--- src/rtl/ble_pwr_pkg.sv ---
// Shared power-mode and sequencer-state encodings for the BLE power sequencer.
// State encodings mirror the mode values so a committed mode maps 1:1 to a steady state.
package ble_pwr_pkg;

  localparam int MODE_W = 3;

  typedef enum logic [MODE_W-1:0] {
    MODE_SHUTDOWN  = 3'd0,
    MODE_DEEPSLEEP = 3'd1,
    MODE_SLEEP     = 3'd2,
    MODE_ACTIVE    = 3'd3,
    MODE_RADIO     = 3'd4
  } mode_t;

  typedef enum logic [2:0] {
    ST_SHUTDOWN  = 3'd0,
    ST_DEEPSLEEP = 3'd1,
    ST_SLEEP     = 3'd2,
    ST_ACTIVE    = 3'd3,
    ST_RADIO     = 3'd4,
    ST_XFER      = 3'd5
  } state_t;

  function automatic state_t mode_to_state(input mode_t m);
    case (m)
      MODE_DEEPSLEEP: return ST_DEEPSLEEP;
      MODE_SLEEP:     return ST_SLEEP;
      MODE_ACTIVE:    return ST_ACTIVE;
      MODE_RADIO:     return ST_RADIO;
      default:        return ST_SHUTDOWN;
    endcase
  endfunction

endpackage

--- src/rtl/ble_pwr_handshake.sv ---
// Four-phase req/ack handshake with the power-switch controller.
// done_o/abort_o are single-cycle indications in the cycle ack is seen or the wait expires.
module ble_pwr_handshake
  import ble_pwr_pkg::*;
#(
  parameter int ACK_TIMEOUT = 64
) (
  input  logic              clk,
  input  logic              reset_n,
  input  logic              start_i,
  input  mode_t             dest_i,
  input  logic              pwr_ack_i,
  output logic              pwr_req_o,
  output logic [MODE_W-1:0] pwr_target_o,
  output logic              done_o,
  output logic              abort_o
);

  localparam int ACK_W = (ACK_TIMEOUT > 2) ? $clog2(ACK_TIMEOUT) : 1;
  localparam logic [ACK_W-1:0] ACK_LIM = ACK_W'(ACK_TIMEOUT - 1);

  logic              req_q, req_d;
  logic [MODE_W-1:0] target_q, target_d;
  logic [ACK_W-1:0]  ack_cnt_q, ack_cnt_d;

  assign done_o       = req_q && pwr_ack_i;
  assign abort_o      = req_q && !pwr_ack_i && (ack_cnt_q >= ACK_LIM);
  assign pwr_req_o    = req_q;
  assign pwr_target_o = target_q;

  // Request/target/wait-counter next state
  always_comb begin
    req_d     = req_q;
    target_d  = target_q;
    ack_cnt_d = ack_cnt_q;
    if (start_i) begin
      req_d     = 1'b1;
      target_d  = dest_i;
      ack_cnt_d = {ACK_W{1'b0}};
    end else if (done_o || abort_o) begin
      req_d     = 1'b0;
      target_d  = MODE_SHUTDOWN;
      ack_cnt_d = {ACK_W{1'b0}};
    end else if (req_q && (ack_cnt_q != ACK_LIM)) begin
      ack_cnt_d = ack_cnt_q + ACK_W'(1);
    end else begin
      ack_cnt_d = ack_cnt_q;
    end
  end

  // Handshake registers; reset drops the request immediately
  always_ff @(posedge clk or negedge reset_n) begin
    if (!reset_n) begin
      req_q     <= 1'b0;
      target_q  <= MODE_SHUTDOWN;
      ack_cnt_q <= {ACK_W{1'b0}};
    end else begin
      req_q     <= req_d;
      target_q  <= target_d;
      ack_cnt_q <= ack_cnt_d;
    end
  end

endmodule

--- src/rtl/ble_power_seq.sv ---
// BLE SoC power-mode sequencer: mode decisions, idle/dwell timers and committed mode,
// with the actual power-switch exchange delegated to ble_pwr_handshake.
module ble_power_seq
  import ble_pwr_pkg::*;
#(
  parameter int NUM_WAKE      = 4,
  parameter int CNT_W         = 16,
  parameter int SLEEP_TIMEOUT = 1000,
  parameter int DEEP_TIMEOUT  = 50000,
  parameter int ACK_TIMEOUT   = 64
) (
  input  logic                clk,
  input  logic                reset_n,
  input  logic [NUM_WAKE-1:0] wakeup_event,
  input  logic [NUM_WAKE-1:0] wake_mask,
  input  logic                radio_request,
  input  logic                radio_idle,
  input  logic                cpu_idle,
  input  logic                shutdown_cmd,
  input  logic                pwr_ack,
  output logic                pwr_req,
  output logic [MODE_W-1:0]   pwr_target,
  output logic [MODE_W-1:0]   power_state,
  output logic                busy,
  output logic [NUM_WAKE-1:0] wake_src,
  output logic                ack_error
);

  localparam logic [CNT_W-1:0] SLEEP_LIM = CNT_W'(SLEEP_TIMEOUT - 1);
  localparam logic [CNT_W-1:0] DEEP_LIM  = CNT_W'(DEEP_TIMEOUT - 1);

  function automatic logic [CNT_W-1:0] sat_inc(input logic [CNT_W-1:0] v);
    return (v == {CNT_W{1'b1}}) ? v : v + CNT_W'(1);
  endfunction

  state_t              state_q, state_d;
  mode_t               mode_q, mode_d;
  logic [CNT_W-1:0]    idle_q, idle_d, dwell_q, dwell_d;
  logic                busy_q, busy_d, ack_error_q;
  logic [NUM_WAKE-1:0] wake_src_q, wake_src_d, wake_hit_s;
  logic                go_s, wake_go_s, bad_s, start_s, both_idle_s;
  logic                hs_done_s, hs_abort_s;
  mode_t               dest_s, hs_tgt_s;

  assign wake_hit_s  = wakeup_event & wake_mask;
  assign both_idle_s = cpu_idle && radio_idle;
  assign hs_tgt_s    = mode_t'(pwr_target);

  // Steady-state transition decision, in priority order
  always_comb begin
    go_s      = 1'b0;
    wake_go_s = 1'b0;
    bad_s     = 1'b0;
    dest_s    = MODE_SHUTDOWN;
    case (state_q)
      ST_SHUTDOWN: begin
        if (wakeup_event[0]) begin go_s = 1'b1; dest_s = MODE_ACTIVE; end
        else go_s = 1'b0;
      end
      ST_SLEEP, ST_DEEPSLEEP: begin
        if (shutdown_cmd) begin go_s = 1'b1; dest_s = MODE_SHUTDOWN; end
        else if (|wake_hit_s) begin go_s = 1'b1; wake_go_s = 1'b1; dest_s = MODE_ACTIVE; end
        else if (radio_request) begin go_s = 1'b1; dest_s = MODE_RADIO; end
        else if ((state_q == ST_SLEEP) && (dwell_q >= DEEP_LIM)) begin
          go_s = 1'b1; dest_s = MODE_DEEPSLEEP;
        end else go_s = 1'b0;
      end
      ST_ACTIVE: begin
        if (shutdown_cmd) begin go_s = 1'b1; dest_s = MODE_SHUTDOWN; end
        else if (radio_request) begin go_s = 1'b1; dest_s = MODE_RADIO; end
        else if (both_idle_s && (idle_q >= SLEEP_LIM)) begin go_s = 1'b1; dest_s = MODE_SLEEP; end
        else go_s = 1'b0;
      end
      ST_RADIO: begin
        if (shutdown_cmd) begin go_s = 1'b1; dest_s = MODE_SHUTDOWN; end
        else if (radio_idle && !radio_request) begin go_s = 1'b1; dest_s = MODE_ACTIVE; end
        else go_s = 1'b0;
      end
      ST_XFER: go_s = 1'b0;
      default: bad_s = 1'b1;
    endcase
  end

  // Next state: launch, commit or abort a transfer; counters run only while steady
  always_comb begin
    state_d    = state_q;
    mode_d     = mode_q;
    busy_d     = busy_q;
    wake_src_d = wake_src_q;
    idle_d     = {CNT_W{1'b0}};
    dwell_d    = {CNT_W{1'b0}};
    start_s    = 1'b0;
    if (bad_s) begin
      state_d = ST_SHUTDOWN;
      mode_d  = MODE_SHUTDOWN;
      busy_d  = 1'b0;
    end else if (state_q == ST_XFER) begin
      if (hs_done_s) begin
        mode_d  = hs_tgt_s;
        state_d = mode_to_state(hs_tgt_s);
        busy_d  = 1'b0;
      end else if (hs_abort_s) begin
        state_d = mode_to_state(mode_q);
        busy_d  = 1'b0;
      end else begin
        state_d = ST_XFER;
      end
    end else if (go_s && !pwr_ack) begin
      start_s = 1'b1;
      state_d = ST_XFER;
      busy_d  = 1'b1;
      if (wake_go_s) wake_src_d = wake_hit_s;
      else wake_src_d = wake_src_q;
    end else begin
      idle_d  = ((state_q == ST_ACTIVE) && both_idle_s) ? sat_inc(idle_q) : {CNT_W{1'b0}};
      dwell_d = (state_q == ST_SLEEP) ? sat_inc(dwell_q) : {CNT_W{1'b0}};
    end
  end

  // Sequencer registers
  always_ff @(posedge clk or negedge reset_n) begin
    if (!reset_n) begin
      state_q     <= ST_SHUTDOWN;
      mode_q      <= MODE_SHUTDOWN;
      idle_q      <= {CNT_W{1'b0}};
      dwell_q     <= {CNT_W{1'b0}};
      busy_q      <= 1'b0;
      wake_src_q  <= {NUM_WAKE{1'b0}};
      ack_error_q <= 1'b0;
    end else begin
      state_q     <= state_d;
      mode_q      <= mode_d;
      idle_q      <= idle_d;
      dwell_q     <= dwell_d;
      busy_q      <= busy_d;
      wake_src_q  <= wake_src_d;
      ack_error_q <= hs_abort_s;
    end
  end

  ble_pwr_handshake #(
    .ACK_TIMEOUT(ACK_TIMEOUT)
  ) u_hs (
    .clk          (clk),
    .reset_n      (reset_n),
    .start_i      (start_s),
    .dest_i       (dest_s),
    .pwr_ack_i    (pwr_ack),
    .pwr_req_o    (pwr_req),
    .pwr_target_o (pwr_target),
    .done_o       (hs_done_s),
    .abort_o      (hs_abort_s)
  );

  assign power_state = mode_q;
  assign busy        = busy_q;
  assign wake_src    = wake_src_q;
  assign ack_error   = ack_error_q;

endmodule

--- config.mk ---
export PLATFORM = sky130hd
export DESIGN_NAME = ble_power_seq
export DESIGN_NICKNAME = d
export VERILOG_FILES = /design/src/rtl/ble_pwr_pkg.sv /design/src/rtl/ble_pwr_handshake.sv /design/src/rtl/ble_power_seq.sv
export SDC_FILE = /design/constraint.sdc
export NUM_CORES = 1
export LEC_CHECK = 0
export CORE_MARGIN = 3
export CORE_UTILIZATION = 50
export DETAILED_ROUTE_END_ITERATION = 8
export PLACE_DENSITY = 0.71
export SETUP_SLACK_MARGIN = 0.05
export SKIP_LAST_GASP = 1
export SLEW_MARGIN = 15
export SYNTH_ARGS = -nofsm -noshare
export SYNTH_HDL_FRONTEND = slang
export SYNTH_SLANG_ARGS = --single-unit
--- constraint.sdc ---
create_clock -name clk -period 3 [get_ports clk]
set_input_delay 0.45 -clock clk [delete_from_list [all_inputs] [get_ports clk]]
set_output_delay 0.45 -clock clk [all_outputs]
set_load 0.01 [all_outputs]
* After elaboration in Yosys (flattened, before gate mapping)
Index checks and enable logic that the tools add are counted.
** Word-level totals
- Register bits after elaboration :: 54
- Bits of input ports :: 15
- Word-level logic and storage cells :: 122
** Cells by class
- $add $sub $neg :: 3
- Magnitude comparators :: 3
- Eq/ne operators :: 22
- Multiplexer cells :: 60
- Bitwise gates (word level) :: 2
- Reductions and logical operators :: 22
** Operator list (number)
- $mux W16 :: 10
- $mux W3 :: 15
- $pmux W3 S4 :: 3
- $add A16 B1 Y16 const B :: 2
- $eq A16 B16 Y1 const B :: 2
- $mux W1 :: 24
- $eq A3 B2 Y1 const B :: 6
- $mux W6 :: 3
- $ge A16 B10 Y1 const B :: 1
- $ge A16 B16 Y1 const B :: 1
- $eq A3 B3 Y1 const B :: 4
- $logic_and A1 B1 Y1 :: 10
- $ne A5 B5 Y1 const B :: 2
- $eq A3 B1 Y1 const B :: 3
- $mux W2 :: 4
- $add A6 B1 Y6 const B :: 1
- $ge A6 B6 Y1 const B :: 1
- $ne A6 B6 Y1 const B :: 1
- $reduce_or A6 Y1 :: 1
- $and A4 B4 Y4 :: 1
- $ne A2 B1 Y1 const B :: 2
- $ne A4 B3 Y1 const B :: 1
- $pmux W1 S4 :: 1
- $reduce_and A2 Y1 :: 2
- 10 further kinds :: 11

* Logic depth before layout (Yosys ltp)
Gate-level depths: netlist of the first run.
- Word-level depth :: 12
- Gate-level depth with buffers :: 7
- Depth with buffers taken out :: 6

* By module
Synthesis of the first run repeated with hierarchy kept, for this count alone.
** Second synthesis, totals
- Cells, all modules :: 335
- Area, all modules :: 3121.7 µm²
** By module, submodules not included
- ble_power_seq :: instances 1, cells an instance 282, area an instance 2568.7 µm², seq. area each 1101.1 µm²
- ble_pwr_handshake :: instances 1, cells an instance 53, area an instance 553.0 µm², seq. area each 250.2 µm²

* Worst setup path before layout of the first run
No wires, ideal clock.
- Path kind :: flip-flop to flip-flop
- Start point :: reg idle_q[0]
- End point :: reg state_q[2]
- Library setup time :: 0.126 ns
- Arrival time :: 2.004 ns
- Required time :: 2.874 ns
- Path slack :: 0.870 ns
- Cell stages (with the launch flop) :: 7
- Buffers on the path :: 0
- Period minus slack after synthesis :: 2.130 ns
- Cells stage by stage :: dfrtp_1 -> ha_1 -> a211oi_1 -> nor4b_2 -> o41ai_4 -> nor3_2 -> a221o_1
** Between the ends
- Longest elaborated chain between the ends :: 8
** Ends and longest elaborated chain
- start, declared :: RTL line ble_power_seq.sv:38 : logic [CNT_W-1:0] idle_q, idle_d, dwell_q, dwell_d;
- start signal, assigned :: RTL line ble_power_seq.sv:125 : idle_q <= {CNT_W{1'b0}};
- start signal, assigned :: RTL line ble_power_seq.sv:133 : idle_q <= idle_d;
- $ge A16 B10 Y1 :: RTL line ble_power_seq.sv:71 : else if (both_idle_s && (idle_q >= SLEEP_LIM)) begin go_s = 1'b1; dest_s = MODE_SLEEP; end
- $logic_and A1 B1 Y1 :: RTL line ble_power_seq.sv:71
- $mux W1 :: RTL line ble_power_seq.sv:71
- $mux W1 :: RTL line ble_power_seq.sv:70 : else if (radio_request) begin go_s = 1'b1; dest_s = MODE_RADIO; end
- $mux W1 :: RTL line ble_power_seq.sv:69 : if (shutdown_cmd) begin go_s = 1'b1; dest_s = MODE_SHUTDOWN; end
- $pmux W1 S4 :: RTL line ble_power_seq.sv:55 : case (state_q)
- $logic_and A1 B1 Y1 :: RTL line ble_power_seq.sv:108 : end else if (go_s && !pwr_ack) begin
- $ne A3 B1 Y1 (no source line)
- end signal, assigned :: RTL line ble_power_seq.sv:131 : state_q <= state_d;
- end, declared :: RTL line ble_power_seq.sv:36 : state_t state_q, state_d;
No other way between the ends.
A chain may end at the register's enable or synchronous reset.

* Worst setup path in the final report of the first run
- Start point :: reg idle_q[0]
- End point :: reg idle_q[15]
** Between the ends
- Longest elaborated chain between the ends :: 10
- Elaborated cells between the ends (all ways) :: 15
- Those cells by class :: add/sub (1); order compare (1); eq/ne (2); mux (9); reduce/logical (2)
** Ends and longest elaborated chain
- $ge A16 B10 Y1 :: RTL line ble_power_seq.sv:71
- $logic_and A1 B1 Y1 :: RTL line ble_power_seq.sv:71
- $mux W1 :: RTL line ble_power_seq.sv:71
- $mux W1 :: RTL line ble_power_seq.sv:70
- $mux W1 :: RTL line ble_power_seq.sv:69
- $pmux W1 S4 :: RTL line ble_power_seq.sv:55
- $logic_and A1 B1 Y1 :: RTL line ble_power_seq.sv:108
- $mux W16 :: RTL line ble_power_seq.sv:108
- $mux W16 :: RTL line ble_power_seq.sv:97 : end else if (state_q == ST_XFER) begin
- $mux W16 :: RTL line ble_power_seq.sv:93 : if (bad_s) begin
Several ways; a longest one is shown, not always the timed one. The select of a mux whose other input is x is not followed.

==> results_dict.tcl, run 1 <==
set metrics [dict create \
    hold_viol_final 0 \
    start_kind "register" \
    drtPass1Iterations 4 \
    syn-num-nets 367 \
    tightest_slew_ps 781 \
    worstSetupPathType "reg2reg" \
    synth_area_per_cell_um2 9.15 \
    outcome "complete, no violations" \
    dp_cells 444 \
    hp-class "in2async" \
    grt_max_degree 39 \
    seq_area_um2 1350 \
    drt-wirelength-per-cell_um 15.4 \
    cp-endpoint "idle_q[15]" \
    drc 0 \
    placementRows 28 \
    overflow 0 \
    slew_headroom 0.475 \
    synth_seq_cells 54 \
    fin_area_um2 3640 \
    hpwl_um 4910 \
    rsz0062_at_grt "no" \
    pin_count 28 \
    n_antenna_cell 0 \
    htree_levels 2 \
    cp_slowest_cell "o41ai_4" \
    cts.path.max_buffers 2 \
    arrival_ps 2780 \
    path_clk_slew_ps 110 \
    synthCells 349 \
    crit_top_cell "nor4b_2" \
    cts_setup_buffers 0 \
    max_freq_ghz 0.391 \
    drv_slew 0 \
    die_area_um2 7380 \
    cts_buffers 5 \
    drive_gt1_frac 0.0663 \
    p_seq_frac 0.438 \
    grt_pass1_vias 2646 \
    cts_tree "done" \
    final.min_clock_period_ps 2560 \
    cts_root_buf "clkbuf_8" \
    totalWireLength_um 6940 \
    yosys_warnings 0 \
    core_area_um2 6060 \
    intPower_mw 1.34 \
    period_share 0.853 \
    p_switching_uw 785 \
    cts_hold_buf 0 \
    end_kind "register" \
    swShare 0.370 \
    p_comb_frac 0.363 \
    yosysUniqueCellTypes 59 \
    clk_latency_ps 310 \
    p_clk_frac 0.199 \
    slowest_delay_ps 610 \
    grt.total_usage 0.202 \
    path_cells "ha_1 > a211oi_1 > nor4b_2 > o41ai_4 > o31ai_4 > buf_12 > nor4b_2" \
    initial_core_util 0.527 \
    reg2regPathDepth 7 \
    async_flop_share 1.00 \
    cts-resized-gates 0 \
    yosysSeqAreaShare 0.423 \
    power_density_nw_per_um2 584 \
    leakage_nw 1.49 \
    tns_ps 0 \
    layout.nets 394 \
    synth_area_um2 3190 \
    fillers 533 \
    cp.required_ps 3220 \
    skew_ps 7.39 \
    area_growth_pct 13.9 \
    antenna_found_initial 0 \
    cts_num_sinks 54 \
    drv_cap 0 \
    setup_viol 0 \
    die_y_um 85.9 \
    rrSetupSlack_ps 440 \
    fp.dieW_um 85.9 \
    dpl_cell_area_um2 3550 \
    multi_input_area_um2 1740 \
    ys.flop_type "dfrtp_1" \
    r2r-end "idle_q[15]" \
    antenna_left 0 \
    crit_start "idle_q[0]" \
    gp_congestion 0.853 \
    ir_drop_v 0.000361 \
    synth_enable_flop_cells 0 \
    avgViaCountPerCell 5.99 \
    fin_total_pwr_mw 2.12 \
    drt_iter0_drc 116 \
    r2r-start "idle_q[0]" \
    cp_max_fo 37 \
    final_cells 452 \
    vias 2706 \
    io_buffers 27 \
    grt_first_pass_wirelength_um 12400 \
]
synthesized netlist by cell type (6+ instances only):
cell	count	share of area
dfrtp_1	54	0.42
nand2_1	38	0.045
nor2_1	25	0.029
a21oi_1	22	0.034
nor3_1	22	0.034
nand3_1	19	0.030
xor2_1	16	0.044
a211oi_1	9	0.021
inv_1	9	0.011
xnor2_1	9	0.025
and3_1	7	0.014
nand4_1	7	0.014
o21ai_0	7	0.011
clkbuf_1	6	0.0071
mux2i_1	6	0.019
through the flow:
stage          utilization  hold slack (ps)  setup WS [ps]
5_1_grt              0.600             52.6            255
4_1_cts              0.600             47.3            430
3_5_place_dp         0.585              396            441
6_report             0.600             34.6            442
2_1_floorplan            -              154            870
3_3_place_gp         0.585              389            492
placed cells by master, fill, tap and decap left out, types with 3 or more instances in the layout:
master            n
ha_1              3
o22ai_1           3
nor2_1           25
nor3_1           22
buf_4             5
nand3_1          19
a22oi_1           4
and3_1            7
a31oi_1           5
o31ai_1           4
or3_1             5
a21o_1            4
clkbuf_8          5
a211oi_1          9
mux2i_1           6
o21ai_0           7
inv_1             9
dfrtp_1          54
nor4_1            5
clkdlybuf4s50_1  26
xnor2_1           9
a21oi_1          22
xor2_1           16
and4_1            5
nor3b_1           4
nor4_2            3
nand2_1          38
nor2b_1           5
nand4_1           7
state kept, by name, indices dropped and copies added, names as in the netlist:
register / count
power_state: 3
dwell_q: 16
state_q: 3
wake_src: 4
ack_error: 1
u_hs.ack_cnt_q: 6
busy: 1
u_hs.pwr_req_o: 1
idle_q: 16
u_hs.pwr_target_o: 3
area by class of cell:
cell class	instances	share of cell area
multi-input cells	272	0.479
clock buffers	5	0.0189
repair buffers	33	0.0887
well taps	75	0.0258
clock inverters	3	0.00585
flip-flops and latches	54	0.371
inverters	10	0.0103
metal layers:
layer  global-route usage  up-vias  part of all wire
li1                     -     1346                 -
met1                0.275     1321              0.48
met2                0.330       30              0.48
met3               0.0327        9             0.027
met4               0.0619        0             0.014
met5                    0        -                 0
critical path: cells and delay by family, from the launching register on:
kind	cells	cell delay, ps
adder cells (fa/ha/maj)	1	250
AND/OR/NAND/NOR	2	390
buffers and inverters	1	210
AO/OA/AOI/OAI	3	1190
flip-flops	1	420
how the worst min path moves through the flow:
stage,from,endpoint,slack (ps),depth (start not counted)
floorplan,reset_n,ack_error,150,0
global placement,reset_n,ack_error,390,1
detailed placement,reset_n,ack_error,400,1
CTS,reset_n,ack_error,50,1
global route,reset_n,ack_error,50,1
finish,reset_n,ack_error,30,1
logic make-up after synthesis:
family | share of synthesized area
and+or+nand+nor | 0.273
AOI/OAI and AO/OA | 0.171
DFF | 0.423
xor gates and xnor gates | 0.0685
buffers and inverters | 0.0313
muxes | 0.0188
adders and majority gates | 0.0149
power groups by stage:
stage / Sequential [mW] / Clock [mW] / Combinational, mW
4_1_cts: 0.928 / 0.434 / 0.780
6_report: 0.930 / 0.422 / 0.772
3_5_place_dp: 0.943 / 0 / 0.773
3_3_place_gp: 0.939 / 0 / 0.766
5_1_grt: 0.950 / 0.459 / 0.858
2_1_floorplan: 0.921 / 0 / 0.508
(Power assumes the default switching activity.)
==> run 2: changes to the inputs <==
--- a/constraint.sdc
+++ b/constraint.sdc
@@ -3,2 +3,2 @@
 set_output_delay 0.45 -clock clk [all_outputs]
-set_load 0.01 [all_outputs]
+set_load 0.05 [all_outputs]
==> results of run 2 <==
Same layout as run 1 (identical final DEF). Status: complete, no violations.
Among the figures that moved: total power 2.12 mW -> 2.30 mW; worst IR drop on VDD 0.000361 V -> 0.000398 V
